### src/rtl/dcache_store_handler_pkg.sv
// Shared widths, types and helpers for the DCache store-commit write handler.
package dcache_store_handler_pkg;

    localparam int unsigned PADDR_SIZE = 32;
    localparam int unsigned BANK       = 4;
    localparam int unsigned BITS       = 32;
    localparam int unsigned BYTE       = 4;
    localparam int unsigned SC_W       = 3;
    localparam int unsigned WAY_NUM    = 4;
    localparam int unsigned SET_W      = 6;
    localparam int unsigned LINE_W     = 4;
    localparam int unsigned MISS_SIZE  = 2;

    localparam int unsigned WAY_W   = $clog2(WAY_NUM);
    localparam int unsigned MISS_W  = $clog2(MISS_SIZE);
    localparam int unsigned DATA_W  = BANK * BITS;
    localparam int unsigned MASK_W  = BANK * BYTE;
    localparam int unsigned LADDR_W = PADDR_SIZE - LINE_W;

    typedef logic [LADDR_W-1:0] line_t;
    typedef logic [SET_W-1:0]   set_t;
    typedef logic [WAY_W-1:0]   way_t;
    typedef logic [SC_W-1:0]    sc_t;
    typedef logic [DATA_W-1:0]  data_t;
    typedef logic [MASK_W-1:0]  mask_t;

    typedef struct packed {
        logic  v;
        logic  issued;
        line_t line;
        sc_t   scIdx;
        data_t data;
        mask_t mask;
    } StoreMissEntry;

    function automatic set_t set_of(input line_t line);
        return line[SET_W-1:0];
    endfunction

endpackage

### src/rtl/dcache_store_handler_store_miss_table.sv
// Store-miss table: parks missed line writes, issues the oldest to the miss unit,
// and hands back the matching entry for a merge write once its refill completes.
module store_miss_table
    import dcache_store_handler_pkg::*;
(
    input  logic                  clk,
    input  logic                  rst,
    input  logic                  alloc_en,
    input  line_t                 alloc_line,
    input  sc_t                   alloc_idx,
    input  data_t                 alloc_data,
    input  mask_t                 alloc_mask,
    input  line_t                 lookup_line,
    output logic                  lookup_hit,
    output logic                  full,
    output logic                  miss_req,
    output logic [PADDR_SIZE-1:0] miss_addr,
    input  logic                  miss_ready,
    input  logic                  refill_done,
    input  line_t                 refill_line,
    input  way_t                  refill_way,
    output logic                  merge_valid,
    output set_t                  merge_set,
    output way_t                  merge_way,
    output sc_t                   merge_idx,
    output data_t                 merge_data,
    output mask_t                 merge_mask
);

    StoreMissEntry        tbl   [MISS_SIZE];
    logic [MISS_SIZE-1:0] older [MISS_SIZE];   // older[i][j]: entry i allocated before entry j
    logic [MISS_SIZE-1:0] pending;
    logic [MISS_W-1:0]    alloc_ptr, issue_ptr, match_ptr, merge_ptr;
    logic                 alloc_found, match_hit, is_oldest;

    always_comb begin
        lookup_hit  = 1'b0;
        full        = 1'b1;
        alloc_found = 1'b0;
        alloc_ptr   = '0;
        miss_req    = 1'b0;
        issue_ptr   = '0;
        is_oldest   = 1'b0;
        match_hit   = 1'b0;
        match_ptr   = '0;
        for (int unsigned i = 0; i < MISS_SIZE; i++) begin
            pending[i] = tbl[i].v & ~tbl[i].issued;
            if (tbl[i].v && tbl[i].line == lookup_line)
                lookup_hit = 1'b1;
            if (!tbl[i].v) begin
                full = 1'b0;
                if (!alloc_found) begin
                    alloc_found = 1'b1;
                    alloc_ptr   = MISS_W'(i);
                end
            end
        end
        for (int unsigned i = 0; i < MISS_SIZE; i++) begin
            is_oldest = pending[i];
            for (int unsigned j = 0; j < MISS_SIZE; j++)
                if (j != i && pending[j] && !older[i][j])
                    is_oldest = 1'b0;
            if (is_oldest) begin
                miss_req  = 1'b1;
                issue_ptr = MISS_W'(i);
            end
        end
        // An entry already being merged this cycle must not be matched a second time.
        for (int unsigned i = 0; i < MISS_SIZE; i++) begin
            if (!match_hit && tbl[i].v && tbl[i].issued && tbl[i].line == refill_line
                && !(merge_valid && merge_ptr == MISS_W'(i))) begin
                match_hit = 1'b1;
                match_ptr = MISS_W'(i);
            end
        end
    end

    assign miss_addr  = {tbl[issue_ptr].line, {LINE_W{1'b0}}};
    assign merge_set  = set_of(tbl[merge_ptr].line);
    assign merge_idx  = tbl[merge_ptr].scIdx;
    assign merge_data = tbl[merge_ptr].data;
    assign merge_mask = tbl[merge_ptr].mask;

    always_ff @(posedge clk or posedge rst) begin
        if (rst) begin
            for (int unsigned i = 0; i < MISS_SIZE; i++) begin
                tbl[i]   <= '0;
                older[i] <= '0;
            end
            merge_valid <= 1'b0;
            merge_ptr   <= '0;
            merge_way   <= '0;
        end else begin
            merge_valid <= refill_done & match_hit;
            merge_ptr   <= match_ptr;
            merge_way   <= refill_way;
            if (miss_req && miss_ready)
                tbl[issue_ptr].issued <= 1'b1;
            if (merge_valid)
                tbl[merge_ptr].v <= 1'b0;
            if (alloc_en) begin
                tbl[alloc_ptr] <= '{v: 1'b1, issued: 1'b0, line: alloc_line, scIdx: alloc_idx,
                                    data: alloc_data, mask: alloc_mask};
                for (int unsigned j = 0; j < MISS_SIZE; j++) begin
                    older[alloc_ptr][j] <= 1'b0;
                    older[j][alloc_ptr] <= 1'b1;
                end
            end
        end
    end

endmodule

### src/rtl/dcache_store_handler.sv
// DCache store handler: 3-stage lookup pipe for commit-buffer line writes,
// hit writes / miss parking, and data-port arbitration against refill merges.
module dcache_store_handler
    import dcache_store_handler_pkg::*;
(
    input  logic                  clk,
    input  logic                  rst,
    input  logic                  req,
    input  logic [SC_W-1:0]       scIdx,
    input  logic [PADDR_SIZE-1:0] paddr,
    input  logic [DATA_W-1:0]     data,
    input  logic [MASK_W-1:0]     mask,
    output logic                  valid,
    output logic                  conflict,
    output logic                  success,
    output logic [SC_W-1:0]       conflictIdx,
    output logic                  refill,
    output logic [SC_W-1:0]       refillIdx,
    output logic                  tag_req,
    output logic [SET_W-1:0]      tag_set,
    input  logic                  tag_hit,
    input  logic [WAY_W-1:0]      tag_way,
    output logic                  dwr_en,
    output logic [SET_W-1:0]      dwr_set,
    output logic [WAY_W-1:0]      dwr_way,
    output logic [DATA_W-1:0]     dwr_data,
    output logic [MASK_W-1:0]     dwr_mask,
    output logic                  miss_req,
    output logic [PADDR_SIZE-1:0] miss_addr,
    input  logic                  miss_ready,
    input  logic                  refill_done,
    input  logic [LADDR_W-1:0]    refill_line,
    input  logic [WAY_W-1:0]      refill_way,
    input  logic                  refill_busy
);

    logic  accept, unused_paddr_lo;
    logic  s1_v, s2_v, s2_hit;
    line_t s1_line, s2_line;
    sc_t   s1_idx, s2_idx;
    data_t s1_data, s2_data;
    mask_t s1_mask, s2_mask;
    way_t  s2_way;

    logic  lookup_hit, full, alloc_en, merge_valid;
    set_t  merge_set;
    way_t  merge_way;
    sc_t   merge_idx;
    data_t merge_data;
    mask_t merge_mask;

    assign valid           = ~rst & ~refill_busy & ~merge_valid;
    assign accept          = req & valid;
    assign tag_req         = accept;
    assign tag_set         = paddr[LINE_W +: SET_W];
    assign unused_paddr_lo = ^paddr[LINE_W-1:0];

    always_ff @(posedge clk or posedge rst) begin
        if (rst) begin
            s1_v    <= 1'b0;
            s1_line <= '0;
            s1_idx  <= '0;
            s1_data <= '0;
            s1_mask <= '0;
            s2_v    <= 1'b0;
            s2_hit  <= 1'b0;
            s2_way  <= '0;
            s2_line <= '0;
            s2_idx  <= '0;
            s2_data <= '0;
            s2_mask <= '0;
        end else begin
            s1_v    <= accept;
            s1_line <= paddr[PADDR_SIZE-1:LINE_W];
            s1_idx  <= scIdx;
            s1_data <= data;
            s1_mask <= mask;
            s2_v    <= s1_v;
            s2_hit  <= tag_hit;
            s2_way  <= tag_way;
            s2_line <= s1_line;
            s2_idx  <= s1_idx;
            s2_data <= s1_data;
            s2_mask <= s1_mask;
        end
    end

    // Refill merge owns the data port; a coinciding hit is bounced back for retry.
    always_comb begin
        dwr_en      = 1'b0;
        dwr_set     = '0;
        dwr_way     = '0;
        dwr_data    = '0;
        dwr_mask    = '0;
        success     = 1'b0;
        conflict    = 1'b0;
        conflictIdx = '0;
        refill      = 1'b0;
        refillIdx   = '0;
        alloc_en    = 1'b0;
        if (merge_valid) begin
            dwr_en    = 1'b1;
            dwr_set   = merge_set;
            dwr_way   = merge_way;
            dwr_data  = merge_data;
            dwr_mask  = merge_mask;
            refill    = 1'b1;
            refillIdx = merge_idx;
        end
        if (s2_v) begin
            conflictIdx = s2_idx;
            if (s2_hit) begin
                if (merge_valid) begin
                    conflict = 1'b1;
                end else begin
                    dwr_en   = 1'b1;
                    dwr_set  = set_of(s2_line);
                    dwr_way  = s2_way;
                    dwr_data = s2_data;
                    dwr_mask = s2_mask;
                    success  = 1'b1;
                end
            end else if (lookup_hit || full) begin
                conflict = 1'b1;
            end else begin
                alloc_en = 1'b1;
            end
        end
    end

    store_miss_table u_smt (
        .clk         (clk),
        .rst         (rst),
        .alloc_en    (alloc_en),
        .alloc_line  (s2_line),
        .alloc_idx   (s2_idx),
        .alloc_data  (s2_data),
        .alloc_mask  (s2_mask),
        .lookup_line (s2_line),
        .lookup_hit  (lookup_hit),
        .full        (full),
        .miss_req    (miss_req),
        .miss_addr   (miss_addr),
        .miss_ready  (miss_ready),
        .refill_done (refill_done),
        .refill_line (refill_line),
        .refill_way  (refill_way),
        .merge_valid (merge_valid),
        .merge_set   (merge_set),
        .merge_way   (merge_way),
        .merge_idx   (merge_idx),
        .merge_data  (merge_data),
        .merge_mask  (merge_mask)
    );

endmodule
### config.mk
export PLATFORM = sky130hd
export DESIGN_NAME = dcache_store_handler
export DESIGN_NICKNAME = d
export VERILOG_FILES = /design/src/rtl/dcache_store_handler_pkg.sv /design/src/rtl/dcache_store_handler_store_miss_table.sv /design/src/rtl/dcache_store_handler.sv
export SDC_FILE = /design/constraint.sdc
export NUM_CORES = 1
export LEC_CHECK = 0
export CAP_MARGIN = 20
export CORE_MARGIN = 1
export CORE_UTILIZATION = 24
export DETAILED_ROUTE_END_ITERATION = 16
export PLACE_DENSITY = 0.53
export REMOVE_ABC_BUFFERS = 1
export SYNTH_ARGS = -nofsm -noshare
export SYNTH_HDL_FRONTEND = slang
export SYNTH_HIERARCHICAL = 1
export SYNTH_SLANG_ARGS = --single-unit
### constraint.sdc
create_clock -name clk -period 23.7 [get_ports clk]
set_clock_uncertainty 0.1 [all_clocks]
set_input_delay 7.11 -clock clk [delete_from_list [all_inputs] [get_ports clk]]
set_output_delay 7.11 -clock clk [all_outputs]
set_load 0.02 [all_outputs]
# --- Word level (Yosys, flattened, before mapping) ---
# Cells that the tools add are included.
op_classes:
  n_lt_le_gt_ge: 8
  n_div: 0
  addsub: 0
  eq_ne: 4
  shift: 0
  n_bitwise: 21
  reduce_logical: 24
  mul: 0
  n_mux: 68
ops:
  columns: ["cell", "n"]
  rows:
  - ["bitwise mux 354 bit", 3]
  - ["two-way mux 354 bit", 3]
  - ["demux 177 bit (select 1 bit)", 3]
  - ["two-way mux 175 bit", 3]
  - ["two-way mux 128 bit", 4]
  - ["two-way mux 153 bit", 3]
  - ["two-way mux 177 bit", 2]
  - ["two-way mux 176 bit", 1]
  - ["== test 28 bit", 4]
  - ["two-way mux 16 bit", 4]
  - ["two-way mux 1 bit", 28]
  - ["two-way mux 6 bit", 4]
  - ["logical AND 1 bit", 18]
  - ["two-way mux 2 bit", 5]
  - ["bitwise AND 4 bit", 2]
  - ["inverter 4 bit", 2]
  - ["bitwise AND 1 bit", 6]
  - ["greater-or-equal comparator 2 bit (second input constant)", 3]
  - ["less-than comparator 2 x 1 -> 1 bit (second input constant)", 3]
  - ["two-way mux 3 bit", 2]
  - ["inverter 1 bit", 6]
  - ["inverter 1 -> 2 bit", 3]
  - ["logical NOT 1 bit", 5]
  - ["demux 2 bit (select 1 bit)", 2]
  - ["other kinds (5)", 6]
word_totals:
  ramBits: 0
  elab_cells: 154
  n_memories: 0
  rom_bits: 0
  latchBits: 0
  out_inout_bits: 203
  inputBits: 218
  reg_bits: 717

# --- Logic depth before layout (Yosys ltp) ---
depth:
  word_depth: 16
  depth_mapped: 11
  ltp_nobuf: 9

# --- Cells and area by module ---
# The synthesis kept the hierarchy.
by_module_without_submodules:
  columns: ["mod", "seq_area_each_um2", "instances", "cells_each", "area_each_um2"]
  rows:
  - ["store_miss_table", 9008.6, 1, 1505, 16793.6]
  - ["dcache_store_handler", 8883.5, 1, 901, 11571.1]

# --- Worst setup path before layout ---
# Ideal clock, no wire load.
synth_timing:
  kind: "input-to-output"
  from: "input port refill_busy"
  to: "output port tag_req"
  n_path_buf: 0
  setup_slack_ns: 8.732
  t_arrival_ns: 7.758
  required_time_ns: 16.490
  stages: 2
  path_cell_list: "nor3_2 -> and2_1"
synth_via:
  elab_chain_len: 4
synth_lines:
  columns: ["item", "line_no", "source"]
  rows:
  - ["start: declaration", "dcache_store_handler.sv:34", "input logic refill_busy"]
  - ["inverter 1 bit", "dcache_store_handler.sv:52", "assign valid = ~rst & ~refill_busy & ~merge_valid;"]
  - ["bitwise AND 1 bit (2 in a row)", "dcache_store_handler.sv:52", null]
  - ["bitwise AND 1 bit", "dcache_store_handler.sv:53", "assign accept = req & valid;"]
  - ["end: declaration", "dcache_store_handler.sv:19", "output logic tag_req,"]
# No other way between the ends.

# --- Final worst setup path ---
layout_timing:
  from: "input port rst"
  to: "output port tag_req"
layout_via:
  elab_chain_len: 4
layout_lines:
  columns: ["item", "line_no", "source"]
  rows:
  - ["start: declaration", "dcache_store_handler.sv:7", "input logic rst,"]
  - ["inverter 1 bit", "dcache_store_handler.sv:52", null]
  - ["bitwise AND 1 bit (2 in a row)", "dcache_store_handler.sv:52", null]
  - ["bitwise AND 1 bit", "dcache_store_handler.sv:53", null]
# No other way between the ends.

==> flow_summary.toml <==
[run_status]
status = "completed"

[place]
portBuffers = 412
dpl.cell_count = 4215
dpl-instance-area_um2 = 33800
dp_hpwl_um = 49100
place.gp.congestion = 0.816

[final_layout]
stdcell_area_um2 = 36700
final_nets = 2994
drive_gt1_frac = 0.153
areaGrowthSynthToFinish_pct = 29.3
final_common_cell = "dfrtp_1"
mostFrequentLayoutCells = "dfrtp_1, nand2_1, clkdlybuf4s50_1"
layout.cells.non_filler = 4367

[logic_synthesis]
ys_seq_elements = 715
ys.flop_type = "dfrtp_1"
yosys_warnings = 6
yosysTopAreaCellShare = 0.631
synth_area_leaders = "dfrtp_1, mux2_2, nand2_1, mux2_1, o21ai_0"
synth_edf_count = 0
synth-async-reset-ratio = 1.00
yosysTopAreaCell = "dfrtp_1"
synth_cell_types = 35
synthCells = 2406
seq_area_frac_synth = 0.631
syn_area_um2 = 28400
syn_avg_cell_area_um2 = 11.8

[worst_setup_path]
timing.critical_path.arrival_ps = 8720
endpoint_kind = "output port"
r2r_end = "u_smt/tbl[2]$_DFFE_PP0P_"
crit_required_ps = 16490
start_kind = "input port"
reg2reg_from = "s2_v$_DFF_PP0_"
reg2reg_depth = 7
rrSetupSlack_ps = 18740
worst_path_most_repeated_cell = "clkdlybuf4s50_1"
cp_slowest_stage_delay_ps = 620
crit_chain = "clkdlybuf4s50_1 -> nor3_2 -> and2_1 -> clkdlybuf4s50_1"
path_max_fanout = 3
crit_slowest_cell = "clkdlybuf4s50_1"
worstSetupPathType = "input port to output port"

[power_and_ir_drop]
swShare = 0.282
p_per_area_nw_per_um2 = 105
power.net_switching_mw = 1.09
internal_power_mw = 2.78
p_clk_frac = 0.349
ir_drop_v = 0.0000530
comb_power_share = 0.200
p_leak_nw = 15.7
power_frac_seq = 0.451

[timing]
post-route-period-util = 0.672
setup-tns-final_ps = 0
final-setup-viol-count = 0
max_slew_margin = 0.266
clock.fmax_ghz = 0.0628
finalHoldViolCount = 0
tightest_slew_ps = 1100
min_period_ps = 15930
final_max_slew_viol_count = 0
rsz0062_at_grt = "false"

[route]
vias = 18761
drt-vias-per-instance = 4.30
drt_drc_violations_left = 0
drtIter0Drc = 864
wirelength_met1_um = 37300
drt_first_pass_iters = 7
route.met2.wl_um = 36000
routed.top_layer = "met5"
met3_length_um = 4430
wire_per_inst_um = 18.3
routed_wirelength_um = 79900
ant_nets = 0

[floorplan]
die_x_um = 346
rows = 125
initial_core_util = 0.243
fp.dieH_um = 346
fp.coreArea_um2 = 117000
ios = 421
die_area_um2 = 120000

[clock_network]
cts_resized = 0
clock-sinks = 715
cts_tree = "built"
holdBufCountCts = 0
h-tree-depth = 3
insertion_delay_ps = 640
clockRootBuffer = "clkbuf_16"
clk_pin_slew_worst_paths_ps = 60
post-cts-setup-buffers = 0
clk_path_buf_depth = 3
cts_buffers = 83

[min_path]
hp-class = "register to register"
hold-path-cell-count = 0
holdPathEnd = "s2_data[2]$_DFF_PP0_"
hp-start = "s1_data[2]$_DFF_PP0_"

[global_route]
antenna_found_initial = 8
grt_max_degree = 158
grt_pass1_vias = 19396
grt.overflow.total = 0
grt_usage = 0.133
grt_pass1_wl_um = 123000

[flow_run]
maxCapViolCount = 0
kinds of logic after synthesis:
group,share of synthesized area
buf+inv,0.0328
simple gates,0.131
other cells,0.000132
compound gates,0.0295
flops,0.631
mux,0.141
xor+xnor,0.0346
stage by stage:
stage / hold WS, ps / power (mW) / setup slack, ps / utilization
floorplan: 231 / 2.25 / 6500 / -
global placement: 232 / 2.52 / 7770 / 0.290
detailed placement: 235 / 2.54 / 7750 / 0.290
CTS: 238 / 3.93 / 7760 / 0.314
global route: 247 / 4.08 / 7720 / 0.314
finish: 239 / 3.87 / 7770 / 0.314
metal layers:
metal  global-route usage  up-vias
met4               0.0406       14
met2                0.205      433
met5                    0        -
met1                0.181     9464
li1                     -     8716
met3               0.0364      134
worst max-delay path by stage:
stage,start,endpoint,slack (ps),cells past startpoint
finish,rst,tag_req,7770,4
CTS,rst,tag_req,7760,4
global placement,rst,tag_req,7770,4
floorplan,rst,u_smt/merge_ptr$_DFF_PP0_,6500,1
detailed placement,rst,tag_req,7750,4
global route,rst,tag_req,7720,4
flip-flops by register name, indices dropped and copies added (netlist names):
signal,flops
s2_mask,16
u_smt/merge_valid,1
s2_way,2
u_smt/older,2
s2_hit,1
s2_idx,3
s2_v,1
u_smt/merge_way,2
s2_data,128
s1_v,1
s1_data,128
u_smt/tbl,354
s2_line,28
s1_idx,3
u_smt/merge_ptr,1
s1_line,28
s1_mask,16
synthesized netlist by cell type, types with 2 or more instances:
library cell	number
buf_2	87
mux2_2	255
nor3_1	2
nor2_1	9
buf_6	11
xnor2_1	70
nand2_1	684
inv_1	3
mux2_1	101
o21ai_0	154
clkbuf_1	12
buf_4	36
o21a_1	2
and2_1	8
nand2b_1	3
nor4_1	12
buf_1	11
xor2_1	42
a21oi_1	2
nand3_1	152
dfrtp_1	715
nand4_1	22
power groups by stage:
stage	registers (mW)	logic, mW	clock network [mW]
after floorplan	1.70	0.546	0
after global placement	1.75	0.774	0
after detailed placement	1.76	0.783	0
after CTS	1.74	0.787	1.40
after global routing	1.79	0.851	1.44
final	1.74	0.774	1.35
cell type report:
| cell class | instances | area [µm²] |
|---|---|---|
| inverter | 4 | 30.0 |
| clock inverter | 38 | 477 |
| sequential | 715 | 17900 |
| antenna | 2 | 5.00 |
| clock buffer | 112 | 2420 |
| multi-input combinational | 1533 | 9580 |
| fill | 11806 | 80000 |
| timing repair buffer | 439 | 4360 |
| tap | 1524 | 1910 |
worst max-delay path: cells and delay by family:
family,cells,cell delay (ps)
buffers and inverters,2,1230
and+or+nand+nor,2,380
(Power assumes the default switching activity.)
